## config.mk

```make
export PLATFORM = sky130hd
export DESIGN_NAME = ticket_seller
export DESIGN_NICKNAME = d
export VERILOG_FILES = /design/src/rtl/seller_pkg.sv /design/src/rtl/seller_change.sv /design/src/rtl/ticket_seller.sv
export SDC_FILE = /design/constraint.sdc
export NUM_CORES = 1
export LEC_CHECK = 0
export ABC_AREA = 1
export CORE_MARGIN = 5
export CORE_UTILIZATION = 58
export DETAILED_ROUTE_END_ITERATION = 12
export HOLD_SLACK_MARGIN = 0.12
export PLACE_DENSITY = 0.88
export SYNTH_ARGS = -nofsm -noshare
export SYNTH_HDL_FRONTEND = slang
export SYNTH_SLANG_ARGS = --single-unit
```

## constraint.sdc

```tcl
create_clock -name clk -period 5.48 [get_ports clk]
set_input_delay 0.548 -clock clk [delete_from_list [all_inputs] [get_ports clk]]
set_output_delay 0.548 -clock clk [all_outputs]
set_load 0.01 [all_outputs]
```

## src/rtl/seller_pkg.sv

```systemverilog
`default_nettype none
// +----------------------------------------------------------------------------+
// | seller_pkg: coin encodings, coin values, FSM states, coin_value helper       |
// | Revision: 1.0                                                                |
// +----------------------------------------------------------------------------+
package seller_pkg;

  localparam logic [1:0] c_coin_1   = 2'd0;
  localparam logic [1:0] c_coin_5   = 2'd1;
  localparam logic [1:0] c_coin_10  = 2'd2;
  localparam logic [1:0] c_coin_bad = 2'd3;

  localparam logic [3:0] c_val_1  = 4'd1;
  localparam logic [3:0] c_val_5  = 4'd5;
  localparam logic [3:0] c_val_10 = 4'd10;

  typedef enum logic [2:0] {
    ST_IDLE    = 3'd0,
    ST_COLLECT = 3'd1,
    ST_ISSUE   = 3'd2,
    ST_CHANGE  = 3'd3,
    ST_REFUND  = 3'd4
  } state_e;

  function automatic logic [3:0] coin_value(input logic [1:0] code);
    case (code)
      c_coin_1:  return c_val_1;
      c_coin_5:  return c_val_5;
      c_coin_10: return c_val_10;
      default:   return 4'd0;
    endcase
  endfunction

endpackage
`default_nettype wire

```

## src/rtl/seller_change.sv

```systemverilog
`default_nettype none
// +----------------------------------------------------------------------------+
// | seller_change: greedy 10/5/1 coin pick for the given credit                  |
// | Revision: 1.0                                                                |
// +----------------------------------------------------------------------------+
module seller_change
  import seller_pkg::*;
#(
  parameter int CREDIT_W = 8
) (
  input  logic [CREDIT_W-1:0] i_credit,
  output logic [1:0]          o_coin,
  output logic [3:0]          o_value
);

  logic [31:0] w_credit32;

  assign w_credit32 = 32'(i_credit);

  always_comb begin
    if (w_credit32 >= 32'd10) begin
      o_coin = c_coin_10;
    end else if (w_credit32 >= 32'd5) begin
      o_coin = c_coin_5;
    end else begin
      o_coin = c_coin_1;
    end
    o_value = coin_value(o_coin);
  end

endmodule
`default_nettype wire

```

## src/rtl/ticket_seller.sv

```systemverilog
`default_nettype none
// +----------------------------------------------------------------------------+
// | ticket_seller: clocked coin collector, ticket issuer and change/refund payer |
// | Revision: 1.0                                                                |
// +----------------------------------------------------------------------------+
module ticket_seller
  import seller_pkg::*;
#(
  parameter int PRICE_MIN = 2,
  parameter int PRICE_MAX = 10,
  parameter int QTY_MAX   = 3,
  parameter int CREDIT_W  = 8,
  parameter int TIMEOUT   = 1000
) (
  input  logic                clk,
  input  logic                rst,
  input  logic                sel_valid,
  input  logic [3:0]          sel_price,
  input  logic [1:0]          sel_qty,
  input  logic                coin_valid,
  input  logic [1:0]          coin_type,
  input  logic                cancel,
  output logic                coin_reject,
  output logic                sel_err,
  output logic                ticket_valid,
  output logic [3:0]          ticket_price,
  input  logic                ticket_ready,
  output logic                change_valid,
  output logic [1:0]          change_coin,
  input  logic                change_ready,
  output logic [CREDIT_W-1:0] credit,
  output logic                busy
);

  localparam int         c_tmr_w     = $clog2(TIMEOUT + 1);
  localparam logic [3:0] c_price_min = 4'(PRICE_MIN);
  localparam logic [3:0] c_price_max = 4'(PRICE_MAX);
  localparam logic [1:0] c_qty_max   = 2'(QTY_MAX);
  localparam logic [c_tmr_w-1:0] c_tmr_last = c_tmr_w'(TIMEOUT - 1);

  generate
    if (PRICE_MAX * QTY_MAX >= 2 ** CREDIT_W || CREDIT_W < 4 || PRICE_MAX > 15 ||
        PRICE_MIN < 1 || PRICE_MIN > PRICE_MAX || QTY_MAX < 1 || QTY_MAX > 3 ||
        TIMEOUT < 1) begin : g_param_check
      $error("ticket_seller: illegal parameter combination");
    end
  endgenerate

  state_e                state_q, state_d;
  logic [3:0]            price_q, price_d;
  logic [1:0]            qty_q, qty_d;
  logic [CREDIT_W-1:0]   fare_q, fare_d;
  logic [CREDIT_W-1:0]   credit_q, credit_d;
  logic [c_tmr_w-1:0]    tmr_q, tmr_d;
  logic                  coin_reject_q, coin_reject_d;
  logic                  sel_err_q, sel_err_d;
  logic                  ticket_valid_q, change_valid_q, busy_q;
  logic [1:0]            change_coin_q;
  logic [3:0]            change_val_q;

  logic [CREDIT_W:0]     w_sum;
  logic                  w_coin_ok, w_credit, w_hit, w_sel_ok;
  logic [1:0]            w_pick_coin;
  logic [3:0]            w_pick_val;

  // Pick is made on the next credit so the offered coin is registered with it.
  seller_change #(.CREDIT_W(CREDIT_W)) u_change (
    .i_credit (credit_d),
    .o_coin   (w_pick_coin),
    .o_value  (w_pick_val)
  );

  assign w_sum     = {1'b0, credit_q} + (CREDIT_W + 1)'(coin_value(coin_type));
  assign w_coin_ok = (coin_type != c_coin_bad) && !w_sum[CREDIT_W];
  assign w_hit     = coin_valid && w_coin_ok && (w_sum[CREDIT_W-1:0] >= fare_q);
  // A cancel only loses the coin when that coin would not complete the fare.
  assign w_credit  = (state_q == ST_COLLECT) && coin_valid && w_coin_ok && (!cancel || w_hit);
  assign w_sel_ok  = (sel_price >= c_price_min) && (sel_price <= c_price_max) &&
                     (sel_qty != 2'd0) && (sel_qty <= c_qty_max);

  always_comb begin
    state_d       = state_q;
    price_d       = price_q;
    qty_d         = qty_q;
    fare_d        = fare_q;
    credit_d      = credit_q;
    tmr_d         = tmr_q;
    coin_reject_d = coin_valid && !w_credit;
    sel_err_d     = 1'b0;
    case (state_q)
      ST_IDLE: begin
        if (sel_valid) begin
          if (w_sel_ok) begin
            price_d = sel_price;
            qty_d   = sel_qty;
            fare_d  = CREDIT_W'(sel_price) * CREDIT_W'(sel_qty);
            tmr_d   = '0;
            state_d = ST_COLLECT;
          end else begin
            sel_err_d = 1'b1;
          end
        end
      end
      ST_COLLECT: begin
        if (w_credit) begin
          credit_d = w_sum[CREDIT_W-1:0];
          tmr_d    = '0;
        end else if (tmr_q != c_tmr_last) begin
          tmr_d = tmr_q + 1'b1;
        end
        if (cancel || (!w_credit && tmr_q == c_tmr_last)) begin
          state_d = (credit_d == '0) ? ST_IDLE : ST_REFUND;
        end else if (w_credit && credit_d >= fare_q) begin
          state_d = ST_ISSUE;
        end
      end
      ST_ISSUE: begin
        if (ticket_valid_q && ticket_ready) begin
          credit_d = credit_q - CREDIT_W'(price_q);
          qty_d    = qty_q - 2'd1;
          if (qty_q == 2'd1) begin
            state_d = (credit_d == '0) ? ST_IDLE : ST_CHANGE;
          end
        end
      end
      ST_CHANGE, ST_REFUND: begin
        if (change_valid_q && change_ready) begin
          credit_d = credit_q - CREDIT_W'(change_val_q);
          if (credit_d == '0) begin
            state_d = ST_IDLE;
          end
        end
      end
      default: state_d = ST_IDLE;
    endcase
  end

  always_ff @(posedge clk) begin
    if (rst) begin
      state_q        <= ST_IDLE;
      price_q        <= '0;
      qty_q          <= '0;
      fare_q         <= '0;
      credit_q       <= '0;
      tmr_q          <= '0;
      coin_reject_q  <= 1'b0;
      sel_err_q      <= 1'b0;
      ticket_valid_q <= 1'b0;
      change_valid_q <= 1'b0;
      change_coin_q  <= '0;
      change_val_q   <= '0;
      busy_q         <= 1'b0;
    end else begin
      state_q        <= state_d;
      price_q        <= price_d;
      qty_q          <= qty_d;
      fare_q         <= fare_d;
      credit_q       <= credit_d;
      tmr_q          <= tmr_d;
      coin_reject_q  <= coin_reject_d;
      sel_err_q      <= sel_err_d;
      ticket_valid_q <= (state_d == ST_ISSUE);
      change_valid_q <= (state_d == ST_CHANGE) || (state_d == ST_REFUND);
      change_coin_q  <= w_pick_coin;
      change_val_q   <= w_pick_val;
      busy_q         <= (state_d != ST_IDLE);
    end
  end

  assign coin_reject  = coin_reject_q;
  assign sel_err      = sel_err_q;
  assign ticket_valid = ticket_valid_q;
  assign ticket_price = price_q;
  assign change_valid = change_valid_q;
  assign change_coin  = change_coin_q;
  assign credit       = credit_q;
  assign busy         = busy_q;

endmodule
`default_nettype wire
```

### Yosys cells after proc, flatten, opt, wreduce, memory -nomap -nowiden

Index checks and enable logic that the tools add are counted.

| operators by class | value |
|---|---|
| add/sub/neg operators | 5 |
| $mul | 1 |
| order comparisons | 7 |
| equality and inequality tests | 19 |
| multiplexer cells | 30 |
| bitwise gates (word level) | 2 |
| reduce and logical (&&, ||, !) cells | 35 |

Operator list:

| kind | count |
|---|---|
| 2-to-1 mux 10 bit | 4 |
| 2-to-1 mux 8 bit | 4 |
| 2-to-1 mux 3 bit | 9 |
| zero test 8 bit | 3 |
| case mux 4 bit (3 select lines) | 2 |
| case mux 8 bit (3 select lines) | 1 |
| case mux 10 bit (2 select lines) | 1 |
| greater-or-equal comparator 8 x 6 -> 1 bit | 2 |
| subtractor 8 x 4 -> 8 bit | 2 |
| logical AND 1 bit | 14 |
| == test 3 x 2 -> 1 bit, second input constant | 4 |
| case mux 3 bit (4 select lines) | 1 |
| adder 10 x 1 -> 10 bit, second input constant | 1 |
| == test 10 bit, second input constant | 1 |
| 2-to-1 mux 2 bit | 5 |
| inequality test 10 bit, second input constant | 1 |
| adder 8 x 4 -> 9 bit | 1 |
| greater-or-equal comparator 8 x 3 -> 1 bit, second input constant | 1 |
| greater-or-equal comparator 8 x 4 -> 1 bit, second input constant | 1 |
| inequality test 2 bit, second input constant | 4 |
| AND reduction 4 bit | 2 |
| == test 2 x 1 -> 1 bit, second input constant | 3 |
| == test 3 bit, second input constant | 2 |
| multiplier 4 x 2 -> 6 bit | 1 |
| 19 further kinds | 29 |

| word-level totals | value |
|---|---|
| bits in registers | 44 |
| bits of input ports | 15 |
| output and inout port bits | 19 |

### Depth between registers and ports, before layout

| depth | value |
|---|---|
| depth after elaboration | 18 |
| gate-level depth with buffers | 32 |

### Cells and area by module

A second synthesis with hierarchy kept.

| unflattened totals | value |
|---|---|
| cells, all modules | 570 |
| area total of the unflattened synthesis | 3718.6 µm² |

Modules (own cells, without submodules):

| module | times used | cells an instance | area each (µm²) | sequential area each (µm²) |
|---|---|---|---|---|
| ticket_seller | 1 | 552 | 3631.0 | 880.8 |
| seller_change | 1 | 18 | 87.6 | 0.0 |

### Worst setup path after synthesis

Ideal clock, no wire load.

| path | value |
|---|---|
| kind | input to register |
| start | input port coin_type[0] |
| end | register ticket_valid_q, in the netlist ticket_valid |
| arrival time | 3.819 ns |
| path slack | 1.530 ns |
| stages on the path | 29 |
| buffers on the path | 1 |
| path through | inv_1 > nor2_1 > ha_1 > or2_1 > nand2_1 > o22ai_1 > xor2_1 > inv_1 > ha_1 > a211oi_1 > nand3_1 > nor2_2 > nand2_4 > nand2_4 > buf_6 > nand2_2 > nand2_1 > inv_1 > ha_1 > o21ai_0 > nand2_1 > nand3_1 > a21boi_0 > o21a_1 > nor2_1 > nand3_1 > nand3_1 > nand2_1 > nor3b_2 |

| between the ends | value |
|---|---|
| cells in the longest elaborated chain, start to end | 17 |
| elaborated cells between the ends (all ways) | 27 |

RTL lines:

| item | line | source |
|---|---|---|
| from (decl) | ticket_seller.sv:21 | `input logic [1:0] coin_type,` |
| branches (longest 14 deep; another with adder 8 x 4 -> 9 bit) | -- |  |
| 2-to-1 mux 3 bit (*) | ticket_seller.sv:111 | `if (cancel \|\| (!w_credit && tmr_q == c_tmr_last)) begin` |
| case mux 3 bit (4 select lines) (*) | ticket_seller.sv:90 | `case (state_q)` |
| == test 3 x 2 -> 1 bit (*) | ticket_seller.sv:162 | `ticket_valid_q <= (state_d == ST_ISSUE);` |
| to (signal assigned) | ticket_seller.sv:162 |  |
| to (decl) | ticket_seller.sv:57 | `logic ticket_valid_q, change_valid_q, busy_q;` |

Every way passes the cells marked *. The select of a mux whose other input is x is not followed.
A chain may end at the register's enable or synchronous reset.

### Final worst setup path

| path | value |
|---|---|
| start | input port coin_type[0] |
| end | register busy_q, in the netlist busy |

| between the ends | value |
|---|---|
| cells in the longest elaborated chain, start to end | 17 |
| elaborated cells between the ends (all ways) | 27 |

RTL lines:

| item | line | source |
|---|---|---|
| branches (longest 14 deep; another with adder 8 x 4 -> 9 bit) | -- |  |
| 2-to-1 mux 3 bit (*) | ticket_seller.sv:111 |  |
| case mux 3 bit (4 select lines) (*) | ticket_seller.sv:90 |  |
| nonzero test 3 bit (*) | ticket_seller.sv:166 | `busy_q <= (state_d != ST_IDLE);` |
| to (signal assigned) | ticket_seller.sv:166 |  |
| to (decl) | ticket_seller.sv:57 |  |

Marked as above.

==> results.sh <==
export IMPL_postSynthRegisterBits=42
export IMPL_number_of_ports_placed_on_the_die_boundary=34
export IMPL_clock_latency_late_sink_ns=0.29
export IMPL_die_h_um=88.5
export IMPL_timing_fmax_ghz=0.218
export IMPL_yosysTopAreaCell="dfxtp_1"
export IMPL_clock_root_buffer="clkbuf_8"
export IMPL_timing_setup_tns_ns=0
export IMPL_critical_path_most_common_cell="nand2_1"
export IMPL_tritoncts_num_buffers=5
export IMPL_synth_top_cells_by_count="nand2_1, inv_1, nor2_1"
export IMPL_clk_transition_reported_paths_ns=0.08
export IMPL_grt_first_pass_wirelength_um=16200
export IMPL_initial_core_utilization_pct=60.1
export IMPL_drc=0
export IMPL_seqCellArea_um2=841
export IMPL_crit_buf_inv=3
export IMPL_critical_path_endpoint_type="register"
export IMPL_cts_tree="built"
export IMPL_globalRouteOverflowTotal=0
export IMPL_place_inst=659
export IMPL_most_used_flip_flop_cell_after_synthesis="dfxtp_1"
export IMPL_drive_above_1_share_pct=6.25
export IMPL_grt_use_total_pct=26.0
export IMPL_core_area_um2=5960
export IMPL_transition_time_at_the_pin_with_the_least_slew_margin_ns=1.13
export IMPL_finalCritPeriodShare_pct=83.6
export IMPL_cts_num_sinks=42
export IMPL_uppermost_routed_layer="met4"
export IMPL_synthDominantCellAreaShare_pct=23.5
export IMPL_hold_violation_total_from_the_final_report=0
export IMPL_rrSetupSlack_ns=1.05
export IMPL_timing_max_cap_violations=0
export IMPL_dieArea_um2=7840
export IMPL_route_final_wire_length_um=9610
export IMPL_numPortBuffers=33
export IMPL_synthesis_nets=612
export IMPL_path_delay_family="simple AND/OR/NAND/NOR gates"
export IMPL_skew_ns=0.00737
export IMPL_hold_ws_ns=0.477
export IMPL_final_setup_viols=0
export IMPL_hold_class="reg2reg"
export IMPL_synth_xor_xnor_area_share_pct=2.45
export IMPL_diodes=0
export IMPL_required_ns=5.71
export IMPL_gp_routability_congestion=0.976
export IMPL_syn_instance_count=564
export IMPL_cpPeakStageDelay_ns=0.48
export IMPL_power_density_nw_per_um2=255
export IMPL_post_synth_main_area_contributors="dfxtp_1, nand2_1, ha_1, inv_1, a21oi_1"
export IMPL_die_x_um=88.5
export IMPL_std_cell_rows=28
export IMPL_synth_cell_area_um2=3580
export IMPL_antenna_violations_before_repair=0
export IMPL_detailed_place_hpwl_um=7650
export IMPL_standard_cell_with_the_maximum_stage_delay_on_the_critical_path="clkdlybuf4s50_1"
export IMPL_syn_to_final_growth_pct=12.8
export IMPL_leakage_nw=1.95
export IMPL_timing_final_max_slew_violations=0
export IMPL_via_count=3701
export IMPL_startpoint_type="primary input"
export IMPL_async_s_r_ff_share_synth_pct=0
export IMPL_drt_first_iter_violations=329
export IMPL_critical_path_arrival_ns=4.81
export IMPL_portion_of_the_post_synthesis_area_used_by_sequential_elements_pct=23.5
export IMPL_setup_fix_bufs_post_cts=0
export IMPL_cts_repair_resize_count=0
export IMPL_synth_warning_count=0
export IMPL_syn_area_per_cell_um2=6.34
export IMPL_crit_path_max_fanout=12
export IMPL_detail_route_first_pass_iterations=5
export IMPL_post_synth_fa_ha_maj_area_fraction_pct=12.4
export IMPL_setup_cp_type="in2reg"
export IMPL_met1_length_um=4080
export IMPL_max_vdd_ir_drop_mv=0.271
export IMPL_grt_max_degree=21
export IMPL_timing_max_slew_rel_slack_pct=24.0
export IMPL_synth_edff_count=0
export IMPL_final_fill_count=534
export IMPL_htreeDepth=2
export IMPL_drtAntennaViolNets=0
export IMPL_synth_compound_gate_area_share_pct=14.2
export IMPL_setup_ws_ns=0.899
export IMPL_dp_slack_ns=0.680
export IMPL_met3RoutedLength_um=596
export IMPL_wire_per_inst_um=14.4
export IMPL_cts_hold_buf=0
export IMPL_stdcell_count=667
export IMPL_final_net_count=639
export IMPL_outcome="complete, no violations"
export IMPL_wl_met2_um=4690
export IMPL_cts_max_path_buffers=2
export IMPL_largest_family_of_logic_cells_by_synthesized_area="simple AND/OR/NAND/NOR gates"
export IMPL_dominant_cell_by_count_in_the_synthesized_netlist="nand2_1"
export IMPL_grt_pass1_vias=3537
export IMPL_area_occupied_by_multi_input_gates_um2=2300
export IMPL_grt_setup_unrepaired="no"
export IMPL_via_per_inst=5.55
export IMPL_share_of_cell_area_taken_by_muxes_after_synthesis_pct=0
export IMPL_min_period_ns=4.58
export IMPL_synth_simple_gate_area_share_pct=35.1
export IMPL_synth_cell_types=44
worst paths after layout:
check / from / to / cells past startpoint
worst max-delay path: coin_type[0] / busy / 30
worst min-delay path: tmr_q[1] / tmr_q[1] / 2
worst min register to register: tmr_q[1] / tmr_q[1] / 2
worst max register to register: credit[1] / busy / 27
logic make-up (layout without fill, tap and decap cells):
kind of cell	count (synthesis)	in the layout
buf+inv	110	138
compound gates	90	90
xor+xnor	10	10
simple gates	279	279
flops	42	42
fa+ha+maj	33	33
state kept, by name (all words and copies together) (netlist names):
name / cells
tmr_q: 10
credit: 8
fare_q: 6
ticket_price: 4
state_q: 3
change_coin: 2
change_val_q: 2
qty_q: 2
busy: 1
change_valid: 1
coin_reject: 1
sel_err: 1
ticket_valid: 1
cells in the final DEF (no fill, tap or decap), types with 9 or more instances in the layout:
cell               n
a21oi_1           41
nand2_1          148
clkdlybuf4s50_1   33
nor3_1             9
nand2_2            9
ha_1              29
dfxtp_1           42
inv_1             90
o21ai_0           29
nand3_1           38
nor2_1            44
final cells by class:
class                           instances  share of cell area, %
Tap cell                               75                   2.33
Clock inverter                          2                  0.930
Inverter                               97                   9.02
Multi-Input combinational cell        412                   56.9
Clock buffer                            6                   1.80
Timing Repair Buffer                   33                   8.19
Sequential cell                        42                   20.8
routing by layer:
| metal | vias to the layer above | GRT usage, % |
|---|---|---|
| met5 | - | 0 |
| met2 | 139 | 45.3 |
| met3 | 27 | 3.35 |
| met1 | 1671 | 33.3 |
| met4 | 0 | 8.38 |
| li1 | 1864 | - |
per-stage QoR:
stage / util, % / cell area (µm²) / power [W]
final: 67.8 / 4040 / 0.00103
after global routing: 67.8 / 4040 / 0.00111
after CTS: 67.8 / 4040 / 0.00103
after detailed placement: 65.9 / 3930 / 0.000781
after global placement: 65.9 / 3930 / 0.000764
after floorplan: - / 3580 / 0.000667
worst min-delay path: stages, from the launching register on:
cell and delay [ns]:
dfxtp_1 0.32, inv_1 0.07, a21oi_1 0.06
report_power, final:
group	switching, W	internal, W
Clock	0.000111	0.000136
Sequential	0.0000233	0.000330
Combinational	0.000265	0.000164
Note: power is estimated with default switching activity, not from simulation.
